### config.mk
export PLATFORM = sky130hd
export DESIGN_NAME = fpu_issue_ctrl
export DESIGN_NICKNAME = d
export VERILOG_FILES = /design/src/rtl/fpu_pkg.sv /design/src/rtl/fpu_rsp_format.sv /design/src/rtl/fpu_issue_ctrl.sv
export SDC_FILE = /design/constraint.sdc
export NUM_CORES = 1
export LEC_CHECK = 0
export CORE_ASPECT_RATIO = 0.75
export CORE_UTILIZATION = 30
export DETAILED_ROUTE_END_ITERATION = 10
export HOLD_SLACK_MARGIN = 0.08
export PLACE_DENSITY = 0.72
export SLEW_MARGIN = 25
export SYNTH_ARGS = -nofsm -noshare
export SYNTH_HDL_FRONTEND = slang
export SYNTH_HIERARCHICAL = 1
export SYNTH_SLANG_ARGS = --single-unit
### constraint.sdc
create_clock -name clk -period 9.8 [get_ports clk]
set_input_delay 2.94 -clock clk [delete_from_list [all_inputs] [get_ports clk]]
set_output_delay 2.94 -clock clk [all_outputs]
set_load 0.005 [all_outputs]
### src/rtl/fpu_pkg.sv
// Shared encodings for the FPU issue controller: opcodes, rounding modes,
// exception-flag bit order and FSM state encoding.
package fpu_pkg;

  localparam logic [6:0] F7_FADD_S    = 7'b0000000;
  localparam logic [6:0] F7_FADD_D    = 7'b0000001;
  localparam logic [6:0] F7_FSUB_S    = 7'b0000100;
  localparam logic [6:0] F7_FSUB_D    = 7'b0000101;
  localparam logic [6:0] F7_FSGNJ_S   = 7'b0010000;
  localparam logic [6:0] F7_FSGNJ_D   = 7'b0010001;
  localparam logic [6:0] F7_FMINMAX_S = 7'b0010100;
  localparam logic [6:0] F7_FMINMAX_D = 7'b0010101;
  localparam logic [6:0] F7_FCMP_S    = 7'b1010000;
  localparam logic [6:0] F7_FCMP_D    = 7'b1010001;

  localparam logic [2:0] RM_RNE = 3'b000;
  localparam logic [2:0] RM_RTZ = 3'b001;
  localparam logic [2:0] RM_RDN = 3'b010;
  localparam logic [2:0] RM_RUP = 3'b011;
  localparam logic [2:0] RM_RMM = 3'b100;
  localparam logic [2:0] RM_DYN = 3'b111;

  localparam int FLAG_NV = 4;
  localparam int FLAG_DZ = 3;
  localparam int FLAG_OF = 2;
  localparam int FLAG_UF = 1;
  localparam int FLAG_NX = 0;

  localparam logic [1:0] ST_IDLE = 2'd0;
  localparam logic [1:0] ST_EXEC = 2'd1;
  localparam logic [1:0] ST_RESP = 2'd2;

  function automatic logic [2:0] rm_effective(input logic [2:0] req_rm,
                                              input logic [2:0] frm);
    return (req_rm == RM_DYN) ? frm : req_rm;
  endfunction

  // Only the five IEEE modes are executable; 101/110 are reserved and a
  // dynamic mode that resolves to 111 is meaningless.
  function automatic logic rm_illegal(input logic [2:0] rm);
    logic ill;
    case (rm)
      RM_RNE, RM_RTZ, RM_RDN, RM_RUP, RM_RMM: ill = 1'b0;
      default:                                ill = 1'b1;
    endcase
    return ill;
  endfunction

  function automatic logic is_compare(input logic [6:0] f7);
    return (f7 == F7_FCMP_S) || (f7 == F7_FCMP_D);
  endfunction

  function automatic logic is_supported(input logic [6:0] f7);
    logic sup;
    case (f7)
      F7_FADD_S, F7_FADD_D, F7_FSUB_S, F7_FSUB_D,
      F7_FSGNJ_S, F7_FSGNJ_D, F7_FMINMAX_S, F7_FMINMAX_D,
      F7_FCMP_S, F7_FCMP_D: sup = 1'b1;
      default:              sup = 1'b0;
    endcase
    return sup;
  endfunction

  function automatic logic [4:0] pack_flags(input logic nv, input logic dz,
                                            input logic of, input logic uf,
                                            input logic nx);
    logic [4:0] f;
    f          = '0;
    f[FLAG_NV] = nv;
    f[FLAG_DZ] = dz;
    f[FLAG_OF] = of;
    f[FLAG_UF] = uf;
    f[FLAG_NX] = nx;
    return f;
  endfunction

endpackage

### src/rtl/fpu_rsp_format.sv
// Shapes the raw FPU result into the architectural response value:
// compare bit, NaN-boxed single, or the raw 64-bit result.
module fpu_rsp_format
  import fpu_pkg::*;
(
  input  logic [6:0]  func7_i,
  input  logic [63:0] result_i,
  input  logic        cmp_i,
  output logic [63:0] result_o
);

  // Unrecognised opcodes pass the FPU's own (double-width) answer through.
  always_comb begin
    result_o = result_i;
    if (is_compare(func7_i)) begin
      result_o = {63'b0, cmp_i};
    end else if (is_supported(func7_i) && !func7_i[0]) begin
      result_o = {32'hFFFF_FFFF, result_i[31:0]};
    end
  end

endmodule

### src/rtl/fpu_issue_ctrl.sv
// Single-outstanding issue controller: accepts one request, drives the FPU
// for LATENCY cycles, captures and formats the result, then hands it back.
module fpu_issue_ctrl
  import fpu_pkg::*;
#(
  parameter int LATENCY = 1
) (
  input  logic        clk,
  input  logic        rst,
  input  logic        req_valid,
  output logic        req_ready,
  input  logic [6:0]  req_func7,
  input  logic [2:0]  req_func3,
  input  logic [2:0]  req_rm,
  input  logic [63:0] req_a,
  input  logic [63:0] req_b,
  input  logic [3:0]  req_tag,
  input  logic [2:0]  csr_frm,
  input  logic        fflags_clr,
  output logic [6:0]  fpu_func7,
  output logic [2:0]  fpu_func3,
  output logic [2:0]  fpu_rm,
  output logic [63:0] fpu_a,
  output logic [63:0] fpu_b,
  input  logic [63:0] fpu_result,
  input  logic        fpu_nv,
  input  logic        fpu_dz,
  input  logic        fpu_of,
  input  logic        fpu_uf,
  input  logic        fpu_nx,
  input  logic        fpu_cmp,
  output logic        rsp_valid,
  input  logic        rsp_ready,
  output logic [63:0] rsp_result,
  output logic [4:0]  rsp_flags,
  output logic [3:0]  rsp_tag,
  output logic        rsp_illegal,
  output logic [4:0]  fflags
);

  localparam logic [3:0] CNT_INIT = 4'(LATENCY - 1);

  logic [1:0]  state_q, state_d;
  logic [3:0]  cnt_q, cnt_d;
  logic [3:0]  tag_q, tag_d;
  logic [6:0]  fpu_func7_q, fpu_func7_d;
  logic [2:0]  fpu_func3_q, fpu_func3_d;
  logic [2:0]  fpu_rm_q, fpu_rm_d;
  logic [63:0] fpu_a_q, fpu_a_d;
  logic [63:0] fpu_b_q, fpu_b_d;
  logic [63:0] rsp_result_q, rsp_result_d;
  logic [4:0]  rsp_flags_q, rsp_flags_d;
  logic [3:0]  rsp_tag_q, rsp_tag_d;
  logic        rsp_illegal_q, rsp_illegal_d;
  logic [4:0]  fflags_q, fflags_d;

  logic [2:0]  eff_rm;
  logic [4:0]  ret_flags;
  logic [63:0] fmt_result;
  logic        capture;

  assign eff_rm    = rm_effective(req_rm, csr_frm);
  assign ret_flags = pack_flags(fpu_nv, fpu_dz, fpu_of, fpu_uf, fpu_nx);

  // The opcode driven to the FPU is the one whose result is being captured.
  fpu_rsp_format u_fmt (
    .func7_i  (fpu_func7_q),
    .result_i (fpu_result),
    .cmp_i    (fpu_cmp),
    .result_o (fmt_result)
  );

  always_comb begin
    state_d       = state_q;
    cnt_d         = cnt_q;
    tag_d         = tag_q;
    fpu_func7_d   = fpu_func7_q;
    fpu_func3_d   = fpu_func3_q;
    fpu_rm_d      = fpu_rm_q;
    fpu_a_d       = fpu_a_q;
    fpu_b_d       = fpu_b_q;
    rsp_result_d  = rsp_result_q;
    rsp_flags_d   = rsp_flags_q;
    rsp_tag_d     = rsp_tag_q;
    rsp_illegal_d = rsp_illegal_q;
    fflags_d      = fflags_q;
    capture       = 1'b0;

    case (state_q)
      ST_IDLE: begin
        if (req_valid) begin
          tag_d = req_tag;
          if (rm_illegal(eff_rm)) begin
            // Rejected without touching the FPU or the accrued flags.
            rsp_result_d  = '0;
            rsp_flags_d   = '0;
            rsp_tag_d     = req_tag;
            rsp_illegal_d = 1'b1;
            state_d       = ST_RESP;
          end else begin
            fpu_func7_d = req_func7;
            fpu_func3_d = req_func3;
            fpu_rm_d    = eff_rm;
            fpu_a_d     = req_a;
            fpu_b_d     = req_b;
            cnt_d       = CNT_INIT;
            state_d     = ST_EXEC;
          end
        end
      end
      ST_EXEC: begin
        if (cnt_q == 4'd0) begin
          capture       = 1'b1;
          rsp_result_d  = fmt_result;
          rsp_flags_d   = ret_flags;
          rsp_tag_d     = tag_q;
          rsp_illegal_d = 1'b0;
          state_d       = ST_RESP;
        end else begin
          cnt_d = cnt_q - 4'd1;
        end
      end
      ST_RESP: begin
        if (rsp_ready) begin
          state_d = ST_IDLE;
        end
      end
      default: state_d = ST_IDLE;
    endcase

    // A clear coinciding with a capture keeps only the new op's flags.
    if (capture) begin
      fflags_d = fflags_clr ? ret_flags : (fflags_q | ret_flags);
    end else if (fflags_clr) begin
      fflags_d = '0;
    end
  end

  always_ff @(posedge clk or posedge rst) begin
    if (rst) begin
      state_q       <= ST_IDLE;
      cnt_q         <= '0;
      tag_q         <= '0;
      fpu_func7_q   <= '0;
      fpu_func3_q   <= '0;
      fpu_rm_q      <= '0;
      fpu_a_q       <= '0;
      fpu_b_q       <= '0;
      rsp_result_q  <= '0;
      rsp_flags_q   <= '0;
      rsp_tag_q     <= '0;
      rsp_illegal_q <= 1'b0;
      fflags_q      <= '0;
    end else begin
      state_q       <= state_d;
      cnt_q         <= cnt_d;
      tag_q         <= tag_d;
      fpu_func7_q   <= fpu_func7_d;
      fpu_func3_q   <= fpu_func3_d;
      fpu_rm_q      <= fpu_rm_d;
      fpu_a_q       <= fpu_a_d;
      fpu_b_q       <= fpu_b_d;
      rsp_result_q  <= rsp_result_d;
      rsp_flags_q   <= rsp_flags_d;
      rsp_tag_q     <= rsp_tag_d;
      rsp_illegal_q <= rsp_illegal_d;
      fflags_q      <= fflags_d;
    end
  end

  // req_ready is held low while reset is asserted.
  assign req_ready   = (state_q == ST_IDLE) && !rst;
  assign rsp_valid   = (state_q == ST_RESP);
  assign fpu_func7   = fpu_func7_q;
  assign fpu_func3   = fpu_func3_q;
  assign fpu_rm      = fpu_rm_q;
  assign fpu_a       = fpu_a_q;
  assign fpu_b       = fpu_b_q;
  assign rsp_result  = rsp_result_q;
  assign rsp_flags   = rsp_flags_q;
  assign rsp_tag     = rsp_tag_q;
  assign rsp_illegal = rsp_illegal_q;
  assign fflags      = fflags_q;

endmodule

==> implementation parameters, run 1 <==
Parameter                              Value

STA
  Total count of max-transition violations in the final report ... 0
  Final Cycle Share ... 71.8%
  Crit path time final ... 7.04 ns
  Slew Limit Headroom ... 32.1%
  Top achievable clock speed ... 142 MHz
  Fin Setup TNS ... 0 ns
  Fin Clk Skew ... 0.0128 ns
  Setup repair after global routing missed its margin ... no
  Slew at the pin closest to its max-slew limit ... 1.02 ns
  Setup-violating endpoint count in the final report ... 0
  Number of hold violations in the final report ... 0

Yosys
  Most frequent cells after synthesis ... sky130_fd_sc_hd__dfrtp_1, sky130_fd_sc_hd__mux2_2, sky130_fd_sc_hd__a22o_1
  Number of nets in the synthesized netlist ... 846
  Distinct cells, synth ... 38
  Flip-flop cell with the highest count after synthesis ... sky130_fd_sc_hd__dfrtp_1
  Area share of the leading cell type in the synthesized netlist ... 62.3%
  Asr flop ratio synth ... 100%
  Most common cell in the netlist ... sky130_fd_sc_hd__dfrtp_1
  Portion of the post-synthesis area used by sequential elements ... 62.3%
  Number of enable flip-flop cells after synthesis ... 0
  Cell Area, Synth ... 9240 µm²
  Post-synthesis cell type with the largest combined area ... sky130_fd_sc_hd__dfrtp_1
  Count of yosys warnings during synthesis ... 6
  Ranking of synthesized cells by area ... sky130_fd_sc_hd__dfrtp_1, sky130_fd_sc_hd__mux2_2, sky130_fd_sc_hd__a22o_1
  Average cell area after synthesis ... 14.9 µm²
  Number of synthesized register bits ... 230
  Mapped Cells ... 622

Final layout
  Layout cells sized above 1 ... 17.5%
  Fillcell total ... 2639
  Sequential Area ... 5760 µm²
  Final standard cell count with taps included and fillers excluded ... 1475
  Area of the multi-input gates ... 3130 µm²
  Total inserted antenna cells ... 0
  Nets ... 1282
  Area growth syn-to-layout ... 60.2%

Clocking
  Number of setup buffers added after CTS ... 0
  Clock sink count ... 230
  Number of hold-repair buffers added at the cts stage ... 0
  Clock-pin slew on the worst setup and hold paths ... 0.05 ns
  Clock latency on the worst-skew pair ... 0.52 ns
  Htree depth ... 1
  Clk root buf ... sky130_fd_sc_hd__clkbuf_16
  Bufs on Longest Clock Path ... 3
  Clock tree from TritonCTS ... yes
  Number of buffers created by CTS ... 25
  Cts repair resizes ... 0

Power and ir drop
  Worst ir drop on vdd ... 0.162 mV
  Static Leakage ... 6.14 nW
  Pwr per Cell Area ... 308 nW/µm²

Global routing
  Gr busiest metal ... met2
  Via count of the first global-routing pass ... 7095
  Wire length of the first global-routing pass ... 40900 µm
  Met2 GRT Util ... 26.8%
  Global routing met3 resource utilization ... 4.77%
  Maximum number of pins on one net before global-route repair ... 140
  Antenna violations before repair ... 0
  Overall overflow remaining after global route ... 0
  Met1 track demand over resource in global routing ... 21.0%
  Gr usage total ... 16.3%

Floorplanning
  I/O pin cnt ... 445
  Placeable core region ... 30200 µm²
  Placement Rows ... 55
  Die H ... 154 µm
  Total Die Area ... 31500 µm²
  Floorplan die width ... 205 µm
  Starting density of the core ... 30.6%

Detailed routing
  Post-DRT Antenna Nets ... 0
  Routed wirelength normalized by instance count ... 18.1 µm
  Violation count after the first detailed-routing iteration ... 341
  Pre-Repair DR Iteration Count ... 4
  Aggregate routed wire length ... 26700 µm
  Routed via count ... 6790
  DRC violations left ... 0
  Via density per instance ... 4.60

Placed design
  Instance count after placement with tap cells included ... 1429
  Port buffer count ... 444
  Final HPWL DP ... 18400 µm
  Placer congestion estimate ... 0.774

Worst setup path
  Arrival time at the worst endpoint ... 4.10 ns
  WP data required ... 6.86 ns
  Critical Setup Path Class ... primary input to primary output
  Endpoint class of the critical path ... primary output
  Critical Path Source Type ... primary input
  Largest driver fanout on the critical path ... 2

Flow run
  Max-Cap Viols ... 0

Run status
  Result of the run ... completed

Min path
  Worst min-delay path category ... flop to flop
[layer usage]
layer,part of all wire (%),vias to the layer above
li1,-,3107
met1,41,3406
met2,49,235
met3,7.7,42
met4,2.3,0
met5,0,-
[state kept, by name (all words and copies together), names as in the netlist]
name,flops
rsp_result,64
fpu_func3,3
rsp_tag,4
tag_q,4
state_q,2
fflags,5
fpu_a,64
fpu_rm,3
fpu_func7,7
rsp_illegal,1
cnt_q,4
rsp_flags,5
fpu_b,64
[layout by cell type, fill, tap and decap left out, types with 2 or more instances in the layout]
master	instances
sky130_fd_sc_hd__inv_1	8
sky130_fd_sc_hd__a21oi_1	2
sky130_fd_sc_hd__nor2b_1	2
sky130_fd_sc_hd__nor2_1	5
sky130_fd_sc_hd__nand2_1	11
sky130_fd_sc_hd__clkbuf_16	25
sky130_fd_sc_hd__mux2_1	21
sky130_fd_sc_hd__clkdlybuf4s50_1	444
sky130_fd_sc_hd__clkinv_2	6
sky130_fd_sc_hd__clkbuf_8	5
sky130_fd_sc_hd__xnor2_1	2
sky130_fd_sc_hd__dfrtp_1	230
sky130_fd_sc_hd__and2_1	31
sky130_fd_sc_hd__o21a_1	33
sky130_fd_sc_hd__mux2_2	130
sky130_fd_sc_hd__o31ai_1	2
sky130_fd_sc_hd__clkbuf_1	4
sky130_fd_sc_hd__nor3_1	2
sky130_fd_sc_hd__o2bb2ai_1	2
sky130_fd_sc_hd__a22o_1	69
sky130_fd_sc_hd__bufinv_16	3
sky130_fd_sc_hd__o21ai_0	10
sky130_fd_sc_hd__buf_4	4
[cell type report]
type	instances	area share, %
Sequential cell	230	38.9
Timing Repair Buffer	451	30.6
Multi-Input combinational cell	341	21.1
Clock buffer	34	4.79
Tap cell	399	3.37
Clock inverter	11	0.921
Inverter	9	0.279
[worst max-delay path, cell delays in order]
cell	delay (ns)
sky130_fd_sc_hd__clkdlybuf4s50_1	0.51
sky130_fd_sc_hd__nor2_1	0.14
sky130_fd_sc_hd__clkdlybuf4s50_1	0.50
[report_power, final]
| group | switching (mW) | internal, mW |
|---|---|---|
| Clock | 0.385 | 0.585 |
| Sequential | 0.260 | 1.41 |
| Combinational | 0.641 | 1.27 |
[metrics by stage]
step	util (%)	hold WS [ns]	area [µm²]	power (mW)	setup WS [ns]
2_1_floorplan	-	0.463	9240	2.46	0.555
3_3_place_gp	46.1	0.466	13900	3.58	2.75
3_5_place_dp	46.1	0.476	13900	3.62	2.76
4_1_cts	48.9	0.488	14800	4.62	2.76
5_1_grt	49.0	0.501	14800	4.83	2.73
6_report	49.0	0.484	14800	4.56	2.76
[cells by family (layout without fill, tap and decap cells)]
logic type      Yosys count  count (layout)  share of synthesized area [%]
xor+xnor                  2               2                          0.190
flops                   230             230                           62.3
mux                     151             151                           18.4
fa+ha+maj                 1               1                          0.135
simple gates             60              60                           3.86
buf+inv                  51             505                           4.09
compound gates          127             127                           11.0
[path summary, 6_finish.rpt]
kind	start	end	slack [ns]	depth (start not counted)
setup / recovery	rst	req_ready	2.76	3
hold / removal	fpu_a[40]$_DFFE_PP0P_	fpu_a[40]$_DFFE_PP0P_	0.48	1
setup reg to reg	state_q[1]$_DFFE_PP0P_	fpu_a[41]$_DFFE_PP0P_	7.26	4
hold reg to reg	fpu_a[40]$_DFFE_PP0P_	fpu_a[40]$_DFFE_PP0P_	0.48	1
max in group asynchronous	rst	fpu_b[58]$_DFFE_PP0P_	5.76	3
min in group asynchronous	rst	rsp_tag[1]$_DFFE_PP0P_	2.92	2
(Power assumes the default switching activity.)
==> run 2: changes to the inputs <==
==> constraint.sdc (replaced) <==
create_clock -name clk -period 6.9 [get_ports clk]
set_input_delay 2.07 -clock clk [delete_from_list [all_inputs] [get_ports clk]]
set_output_delay 2.07 -clock clk [all_outputs]
set_load 0.005 [all_outputs]
==> run 2 against run 1 <==
  * Sequential power increased by 43%
  * Critical endpoint unchanged
  * Combinational power increased by 45%
  * Clock power is 39% higher
==> implementation parameters, run 2 (synthesized netlist as in run 1, its figures left out) <==
Parameter                              Value

Run status
  Result of the run ... completed

Detailed routing
  Via density per instance ... 4.61 (+0.21%)
  Routed via count ... 6827 (+0.54%)
  Aggregate routed wire length ... 27400 µm (+2.6%)
  Routed wirelength normalized by instance count ... 18.5 µm (+2.2%)
  Post-DRT Antenna Nets ... 0 (unchanged)
  Pre-Repair DR Iteration Count ... 4 (unchanged)
  Violation count after the first detailed-routing iteration ... 306 (-10%)
  DRC violations left ... 0 (unchanged)

Global routing
  Via count of the first global-routing pass ... 7219 (+1.7%)
  Overall overflow remaining after global route ... 0 (unchanged)
  Gr usage total ... 17.0% (+0.64 points)
  Maximum number of pins on one net before global-route repair ... 127 (-9.3%)
  Wire length of the first global-routing pass ... 42000 µm (+2.6%)
  Antenna violations before repair ... 0 (unchanged)

Placed design
  Placer congestion estimate ... 0.777 (+0.37%)
  Cell Area, Placed ... 14000 µm² (+0.75%)
  Final HPWL DP ... 19400 µm (+5.5%)
  Post-place setup slack ... 1.67 ns (-1.09 ns)
  Port buffer count ... 444 (unchanged)

Power and ir drop
  Pwr per Cell Area ... 436 nW/µm² (+42%)
  Static Leakage ... 6.17 nW (+0.44%)
  Net switching share of the total power ... 28.5% (+0.28 points)
  Register share of total power ... 36.6% (about the same)
  Clk pwr share ... 20.8% (-0.5 points)
  Worst ir drop on vdd ... 0.242 mV (+49%)
  Net switching power ... 1.85 mW (+44%)
  Cell internal pwr ... 4.64 mW (+42%)
  Combinational group share of total power ... 42.6% (+0.6 points)
  Final Power ... 6.49 mW (+42%)

STA
  Slew at the pin closest to its max-slew limit ... 0.978 ns (-0.0380 ns)
  Setup repair after global routing missed its margin ... no
  Top achievable clock speed ... 191 MHz
  Slew Limit Headroom ... 34.7% (+2.5 points)
  Setup slack after layout ... 1.67 ns (-1.09 ns)
  Fin Setup TNS ... 0 ns (unchanged)
  Total count of max-transition violations in the final report ... 0 (unchanged)
  Setup-violating endpoint count in the final report ... 0 (unchanged)
  Number of hold violations in the final report ... 0 (unchanged)
  Crit path time final ... 5.23 ns
  Final Cycle Share ... 75.8%
  Fin Clk Skew ... 0.00857 ns (-0.00426 ns)

Floorplanning
  Placeable core region ... 30200 µm² (unchanged)
  Die H ... 154 µm (unchanged)
  Floorplan die width ... 205 µm (unchanged)
  Total Die Area ... 31500 µm² (unchanged)
  Placement Rows ... 55 (unchanged)
  I/O pin cnt ... 445 (unchanged)
  Starting density of the core ... 30.6% (unchanged)

Final layout
  Most common library cell in the layout ignoring fill and taps ... sky130_fd_sc_hd__clkdlybuf4s50_1
  Layout cells sized above 1 ... 17.7% (+0.20 points)
  Total inserted antenna cells ... 0 (unchanged)
  Final core area utilization ... 49.2% (+0.24 points)
  Sequential Area ... 5760 µm² (unchanged)
  Nets ... 1288 (+0.47%)
  Area of the multi-input gates ... 3130 µm² (unchanged)
  Cell area after layout ... 14900 µm² (+0.48%)
  Area growth syn-to-layout ... 61.0%
  Fillcell total ... 2646 (+0.27%)
  Most used cells in the layout excluding fill and tap cells ... sky130_fd_sc_hd__clkdlybuf4s50_1, sky130_fd_sc_hd__dfrtp_1, sky130_fd_sc_hd__mux2_2, sky130_fd_sc_hd__a22o_1, sky130_fd_sc_hd__o21a_1

Worst setup path
  Critical Setup Path Class ... primary input to primary output
  Most prevalent standard cell on the critical path ... sky130_fd_sc_hd__clkdlybuf4s50_1
  Arrival time at the worst endpoint ... 3.16 ns (-0.94 ns)
  Standard cell with the maximum stage delay on the critical path ... sky130_fd_sc_hd__clkdlybuf4s50_1
  Family with the most delay on the worst path ... buffers and inverters
  CP bufs+invs ... 2 (unchanged)
  Cell-by-cell listing of the critical path ... clkdlybuf4s50_1 -> nor2_1 -> clkdlybuf4s50_1
  Critical Path Source Type ... primary input
  CP max stage delay ... 0.51 ns (about the same)
  Endpoint class of the critical path ... primary output
  Largest driver fanout on the critical path ... 2 (unchanged)
  WP data required ... 4.83 ns (-2.03 ns)

Clocking
  Htree depth ... 1 (unchanged)
  Number of buffers created by CTS ... 26 (+4.0%)
  Clock-pin slew on the worst setup and hold paths ... 0.05 ns (about the same)
  Cts repair resizes ... 0 (unchanged)
  Number of hold-repair buffers added at the cts stage ... 0 (unchanged)
  Clk root buf ... sky130_fd_sc_hd__clkbuf_16
  Clock tree from TritonCTS ... yes
  Bufs on Longest Clock Path ... 3 (unchanged)
  Clock latency on the worst-skew pair ... 0.53 ns (about the same)
  Clock sink count ... 230 (unchanged)
  Number of setup buffers added after CTS ... 0 (unchanged)

Flow run
  Max-Cap Viols ... 0 (unchanged)

Min path
  Worst min-delay path category ... flop to flop
==> run 2: cell types whose count changed in the layout (fill, tap and decap cells not counted), moves of 2 or more <==
cell,before,now
sky130_fd_sc_hd__buf_12,1,6
sky130_fd_sc_hd__bufinv_16,3,1
sky130_fd_sc_hd__clkbuf_1,4,6
sky130_fd_sc_hd__clkbuf_16,25,27
==> run 2: path summary, 6_finish.rpt <==
check,from,slack (ns),depth (start not counted),endpoint
max,rst,1.67,3,req_ready
max in group asynchronous,rst,3.80,3,fpu_a[18]$_DFFE_PP0P_
min in group asynchronous,rst,1.98,2,fpu_b[2]$_DFFE_PP0P_
max reg2reg,state_q[1]$_DFFE_PP0P_,4.39,6,rsp_result[3]$_DFFE_PP0P_
min,fpu_a[39]$_DFFE_PP0P_,0.48,1,fpu_a[39]$_DFFE_PP0P_
min reg2reg,fpu_a[39]$_DFFE_PP0P_,0.48,1,fpu_a[39]$_DFFE_PP0P_
==> run 2: power by group through the flow <==
| stage | logic [mW] | clock network, mW | registers [mW] |
|---|---|---|---|
| detailed placement | 2.79 | 0 | 2.40 |
| global route | 2.95 | 1.44 | 2.47 |
| finish | 2.77 | 1.35 | 2.38 |
| global placement | 2.73 | 0 | 2.36 |
| floorplan | 1.08 | 0 | 2.41 |
| CTS | 2.80 | 1.40 | 2.38 |
==> run 2: area by class of cell <==
class / instances / area share [%]
Multi-Input combinational cell: 341 / 21.0
Timing Repair Buffer: 456 / 31.1
Sequential cell: 230 / 38.7
Tap cell: 399 / 3.36
Clock buffer: 37 / 5.06
Clock inverter: 8 / 0.479
Inverter: 9 / 0.252
==> run 2: worst reg2reg max path: stages, from the launching register on <==
cell                      delay, ns
sky130_fd_sc_hd__dfrtp_1       0.48
sky130_fd_sc_hd__or3b_1        0.46
sky130_fd_sc_hd__nor2_1        0.13
sky130_fd_sc_hd__o21ai_4       0.45
sky130_fd_sc_hd__buf_16        0.24
sky130_fd_sc_hd__buf_4         0.45
sky130_fd_sc_hd__a22o_1        0.23
==> run 2: per-stage QoR <==
step | hold WS (ns) | cells
floorplan | 0.463 | 622
global placement | 0.468 | 1433
detailed placement | 0.476 | 1434
CTS | 0.488 | 1479
global route | 0.499 | 1480
finish | 0.483 | 1480
==> run 2: layer usage <==
metal | part of all wire [%] | track usage [%]
met1 | 42 | 21.6
met2 | 49 | 28.3
met3 | 6.9 | 4.47
met4 | 2.3 | 4.83
met5 | 0 | 0
==> run 3: changes to the inputs <==
--- a/config.mk
+++ b/config.mk
@@ -9,7 +9,7 @@
 export CORE_UTILIZATION = 30
 export DETAILED_ROUTE_END_ITERATION = 10
 export HOLD_SLACK_MARGIN = 0.08
-export PLACE_DENSITY = 0.72
+export PLACE_DENSITY = 0.75
 export SLEW_MARGIN = 25
 export SYNTH_ARGS = -nofsm -noshare
 export SYNTH_HDL_FRONTEND = slang
==> constraint.sdc (replaced) <==
create_clock -name clk -period 4.7 [get_ports clk]
set_input_delay 1.41 -clock clk [delete_from_list [all_inputs] [get_ports clk]]
set_output_delay 1.41 -clock clk [all_outputs]
set_load 0.005 [all_outputs]
==> run 3 against run 2 <==
  * Combinational power grew 48%
  * Die area is the same
  * Final cell count grew 0.81%
  * Routed wire length grew 0.30%
  * Global-route usage shrank 0.092 points
  * Hold slack gained 0.00062 ns
  * Final area grew 1.0%
  * Clock power grew 56%
  * Critical endpoint unchanged
==> implementation parameters, run 3 (synthesized netlist as in run 1, its figures left out) <==
Parameter                              Value

Run status
  Result of the run ... completed

STA
  Setup-violating endpoint count in the final report ... 0 (unchanged)
  Number of hold violations in the final report ... 0 (unchanged)
  Fin Setup TNS ... 0 ns (unchanged)
  Setup repair after global routing missed its margin ... no
  Slew at the pin closest to its max-slew limit ... 0.964 ns (-0.0137 ns)
  Slew Limit Headroom ... 35.6% (+0.91 points)
  Final Cycle Share ... 83.3%
  Total count of max-transition violations in the final report ... 0 (unchanged)
  Fin Clk Skew ... 0.00852 ns (-0.0000503 ns)
  Top achievable clock speed ... 255 MHz
  Crit path time final ... 3.91 ns

Clocking
  Number of buffers created by CTS ... 25 (-3.8%)
  Clk root buf ... sky130_fd_sc_hd__clkbuf_16
  Cts repair resizes ... 0 (unchanged)
  Htree depth ... 1 (unchanged)
  Clock-pin slew on the worst setup and hold paths ... 0.06 ns (about the same)
  Clock sink count ... 230 (unchanged)
  Number of setup buffers added after CTS ... 0 (unchanged)
  Number of hold-repair buffers added at the cts stage ... 0 (unchanged)
  Bufs on Longest Clock Path ... 3 (unchanged)
  Clock tree from TritonCTS ... yes
  Clock latency on the worst-skew pair ... 0.52 ns (about the same)

Floorplanning
  Placeable core region ... 30200 µm² (unchanged)
  Die H ... 154 µm (unchanged)
  Floorplan die width ... 205 µm (unchanged)
  Total Die Area ... 31500 µm² (unchanged)
  Placement Rows ... 55 (unchanged)
  Starting density of the core ... 30.6% (unchanged)
  I/O pin cnt ... 445 (unchanged)

Placed design
  Port buffer count ... 444 (unchanged)
  Final HPWL DP ... 19700 µm (+1.8%)
  Cell Area, Placed ... 14100 µm² (+0.77%)
  Placer congestion estimate ... 0.807 (+3.9%)

Worst setup path
  Largest driver fanout on the critical path ... 2 (unchanged)
  Most prevalent standard cell on the critical path ... sky130_fd_sc_hd__clkdlybuf4s50_1
  Cell-by-cell listing of the critical path ... clkdlybuf4s50_1 -> nor2_1 -> clkdlybuf4s50_1
  Endpoint class of the critical path ... primary output
  Arrival time at the worst endpoint ... 2.50 ns (-0.66 ns)
  CP max stage delay ... 0.51 ns (about the same)
  Standard cell with the maximum stage delay on the critical path ... sky130_fd_sc_hd__clkdlybuf4s50_1
  Family with the most delay on the worst path ... buffers and inverters
  WP data required ... 3.29 ns (-1.54 ns)
  CP bufs+invs ... 2 (unchanged)
  Critical Setup Path Class ... primary input to primary output
  Critical Path Source Type ... primary input

Global routing
  Wire length of the first global-routing pass ... 41700 µm (-0.64%)
  Maximum number of pins on one net before global-route repair ... 76 (-40%)
  Overall overflow remaining after global route ... 0 (unchanged)
  Antenna violations before repair ... 0 (unchanged)
  Via count of the first global-routing pass ... 7147 (-1.0%)
  Gr usage total ... 16.9% (-0.092 points)

Detailed routing
  Routed wirelength normalized by instance count ... 18.4 µm (-0.51%)
  Routed via count ... 6941 (+1.7%)
  DRC violations left ... 0 (unchanged)
  Violation count after the first detailed-routing iteration ... 306 (unchanged)
  Post-DRT Antenna Nets ... 0 (unchanged)
  Pre-Repair DR Iteration Count ... 5 (+1)
  Via density per instance ... 4.65 (+0.85%)
  Aggregate routed wire length ... 27500 µm (+0.30%)

Final layout
  Area of the multi-input gates ... 3130 µm² (unchanged)
  Sequential Area ... 5760 µm² (unchanged)
  Total inserted antenna cells ... 0 (unchanged)
  Nets ... 1299 (+0.85%)
  Cell area after layout ... 15000 µm² (+1.0%)
  Final core area utilization ... 49.8% (+0.51 points)
  Fillcell total ... 2606 (-1.5%)
  Area growth syn-to-layout ... 62.6%
  Layout cells sized above 1 ... 18.7% (+1.0 points)
  Most used cells in the layout excluding fill and tap cells ... sky130_fd_sc_hd__clkdlybuf4s50_1, sky130_fd_sc_hd__dfrtp_1, sky130_fd_sc_hd__mux2_2, sky130_fd_sc_hd__a22o_1, sky130_fd_sc_hd__o21a_1
  Most common library cell in the layout ignoring fill and taps ... sky130_fd_sc_hd__clkdlybuf4s50_1

Power and ir drop
  Pwr per Cell Area ... 645 nW/µm² (+48%)
  Worst ir drop on vdd ... 0.293 mV (+21%)
  Static Leakage ... 6.26 nW (+1.4%)

Min path
  Worst min-delay path category ... flop to flop

Flow run
  Max-Cap Viols ... 0 (unchanged)
==> run 3: worst register-to-register path, stage by stage, from the launching register on <==
cell and delay, ns:
sky130_fd_sc_hd__dfrtp_1 0.40, sky130_fd_sc_hd__inv_1 0.07, sky130_fd_sc_hd__ha_1 0.18, sky130_fd_sc_hd__or3b_4 0.42
sky130_fd_sc_hd__nor3b_4 0.27, sky130_fd_sc_hd__buf_4 0.71, sky130_fd_sc_hd__a22o_1 0.35
==> run 3: power breakdown <==
part	switching [mW]	internal [mW]	leakage, nW
clock network	0.823	1.28	0.431
registers	0.551	2.95	2.82
logic	1.37	2.72	3.01
==> run 3: area by class of cell <==
type,count,area share [%]
inverters,9,0.250
flip-flops and latches,230,38.3
well taps,399,3.32
clock buffers,35,4.74
clock inverters,10,1.05
repair buffers,468,31.5
multi-input cells,341,20.8
==> run 3: per-stage QoR <==
step	setup slack, ns	power, mW	cells	hold slack, ns
2_1_floorplan	0.282	5.12	622	0.463
3_3_place_gp	0.775	7.52	1446	0.466
3_5_place_dp	0.798	7.64	1446	0.474
4_1_cts	0.785	9.82	1491	0.487
5_1_grt	0.760	10.2	1492	0.505
6_report	0.786	9.69	1492	0.484
==> run 3: worst paths after layout <==
path                                       start                         end  slack, ns  cells past startpoint
max                                          rst                   req_ready       0.79                      3
min                        fpu_a[40]$_DFFE_PP0P_       fpu_a[40]$_DFFE_PP0P_       0.48                      1
max reg2reg                 cnt_q[0]$_DFFE_PP0P_  rsp_result[11]$_DFFE_PP0P_       2.24                      6
min reg2reg                fpu_a[40]$_DFFE_PP0P_       fpu_a[40]$_DFFE_PP0P_       0.48                      1
max in group asynchronous                    rst       fpu_b[50]$_DFFE_PP0P_       2.62                      4
min in group asynchronous                    rst    fpu_func7[3]$_DFFE_PP0P_       1.26                      2
==> run 3: metal layers <==
layer | part of all wire (%) | track usage, % | vias up | routed length [µm]
li1 | - | - | 3146 | -
met1 | 41 | 21.4 | 3512 | 11400
met2 | 49 | 28.2 | 229 | 13500
met3 | 6.9 | 4.37 | 54 | 1900
met4 | 2.8 | 5.01 | 0 | 765
met5 | 0 | 0 | - | 0
==> RTL change (config.mk and constraints of run 2) <==
Change the package constant `F7_FMINMAX_S` from 7'b0010100 to 7'b0001010.
--- a/src/rtl/fpu_pkg.sv
+++ b/src/rtl/fpu_pkg.sv
@@ -9,5 +9,5 @@
   localparam logic [6:0] F7_FSGNJ_S   = 7'b0010000;
   localparam logic [6:0] F7_FSGNJ_D   = 7'b0010001;
-  localparam logic [6:0] F7_FMINMAX_S = 7'b0010100;
+  localparam logic [6:0] F7_FMINMAX_S = 7'b0001010;
   localparam logic [6:0] F7_FMINMAX_D = 7'b0010101;
   localparam logic [6:0] F7_FCMP_S    = 7'b1010000;
Check against the original RTL: not equivalent (a bounded check fails within 4 cycles, from zero or initial values and one cycle with rst high).
==> RTL change against run 2 <==
Final cell count rose by 0.20%; synthesized cell count grew 0.64%; total power up 1.3%; critical path depth unchanged; maximum frequency barely moved; setup slack improved by 0.0015 ns; wire length increased by 4.4%; sequential power about the same; clock skew barely moved; sequential cell count unchanged; area after synthesis down 0.20%; via count fell by 0.15%; cell area shrank 0.19%; largest cell class unchanged.
==> RTL change: results (changes against run 2) <==
| Metric | Value |
|---|---|
| HPWL after detailed placement | `20.52 mm (+5.9%)` |
| Post-Syn Nets | `850 (+0.47%)` |
| Pre-CTS WS | `1.668 ns (-0.003280 ns)` |
| Compound-gate portion of the synthesized area | `10.89% (-0.15 points)` |
| Layout Nets | `1288 (unchanged)` |
| Sw power | `1883 uW (+1.8%)` |
| CTS Buf Count | `25 (-3.8%)` |
| GPL Wtd Cong | `0.7600 (-2.1%)` |
| Status | `completed` |
| Post-synthesis mux area share | `18.55% (+0.15 points)` |
| Filler Cell Count | `2661 (+0.57%)` |
| Share of cells above drive strength 1 | `17.47% (-0.20 points)` |
| Peak supply drop | `0.2197 mV (-9.0%)` |
| Drt wl/cell | `19.32 um (+4.2%)` |
| CP max FO | `2 (unchanged)` |
| Number of DRC markers in iteration 0 | `212 (-31%)` |
| Multi-input gate area | `0.003134 mm2 (+0.12%)` |
| Static leakage | `0.006182 uW (+0.19%)` |
| Antenna violations before repair | `2 (+2)` |
| Slew @ Worst Pin | `0.9071 ns (-0.07094 ns)` |
| Total GRT Usage | `17.90% (+0.93 points)` |
| Worst Skew | `0.008385 ns (-0.0001820 ns)` |
| Worst-skew pair later-pin latency | `0.52 ns` |
| Pin count of the biggest net entering global routing | `133 (+4.7%)` |
| Register area share after synthesis | `62.41% (+0.13 points)` |
| Placed insts | `1436 (+0.14%)` |
| Count of cell types in the netlist | `37 (-2.6%)` |
| Global-route wire length before repair | `43.55 mm (+3.7%)` |
| Die width | `204.5 um (-0.10%)` |
| Ranking of synthesized cells by area | `dfrtp_1 62%, mux2_2 16%, a22o_1 6.6%` |
| Area of placed instances | `0.01396 mm2 (-0.49%)` |
| Synth Instances | `626 (+0.64%)` |
| Final WL | `28.65 mm (+4.4%)` |
| Post-Synth XOR/XNOR Area | `0.1899% (+0.00039 points)` |
| Root Buffer | `clkbuf_16` |
| Vias in the first global route | `7284 (+0.90%)` |
| Worst-case reg-to-reg path depth | `8 (+2)` |
| Via Count | `6817 (-0.15%)` |
[RTL change: cell type report]
class,instances,area share (%)
Clock inverter,15,1.424
Timing Repair Buffer,453,30.58
Tap cell,399,3.362
Inverter,9,0.2528
Clock buffer,30,4.475
Multi-Input combinational cell,345,21.11
Antenna cell,2,0.03371
Sequential cell,230,38.76
[RTL change: final timing paths]
path	startpoint	endpoint	slack, ns
setup / recovery	rst	req_ready	1.67
hold / removal	fpu_b[23]$_DFFE_PP0P_	fpu_b[23]$_DFFE_PP0P_	0.49
setup reg to reg	cnt_q[0]$_DFFE_PP0P_	rsp_tag[0]$_DFFE_PP0P_	3.89
hold reg to reg	fpu_b[23]$_DFFE_PP0P_	fpu_b[23]$_DFFE_PP0P_	0.49
max in group asynchronous	rst	fpu_a[47]$_DFFE_PP0P_	3.79
min in group asynchronous	rst	fpu_b[7]$_DFFE_PP0P_	1.96
[RTL change: power by group through the flow]
stage               sequential, uW  combinational, uW  clock, uW
floorplan                     2410               1080          0
global placement              2380               2760          0
detailed placement            2390               2810          0
CTS                           2390               2820       1480
global route                  2470               2970       1530
finish                        2380               2770       1430
[RTL change: layer usage]
| layer | GRT usage (%) | routed length [um] | vias up |
|---|---|---|---|
| met4 | 3.980 | 558 | 0 |
| met5 | 0 | 0 | - |
| li1 | - | - | 3126 |
| met2 | 31.25 | 14360 | 271 |
| met3 | 6.613 | 2670 | 33 |
| met1 | 20.81 | 11050 | 3387 |
[RTL change: kinds of logic after synthesis]
logic type                 after synthesis
AOI/OAI and AO/OA                      126
xor gates and xnor gates                 2
muxes                                  152
DFF                                    230
adders and majority gates                1
buffers and inverters                   51
and+or+nand+nor                         64
[RTL change: critical path: stages]
cell	delay, ns
clkdlybuf4s50_1	0.45
nor2_1	0.12
clkdlybuf4s50_1	0.51
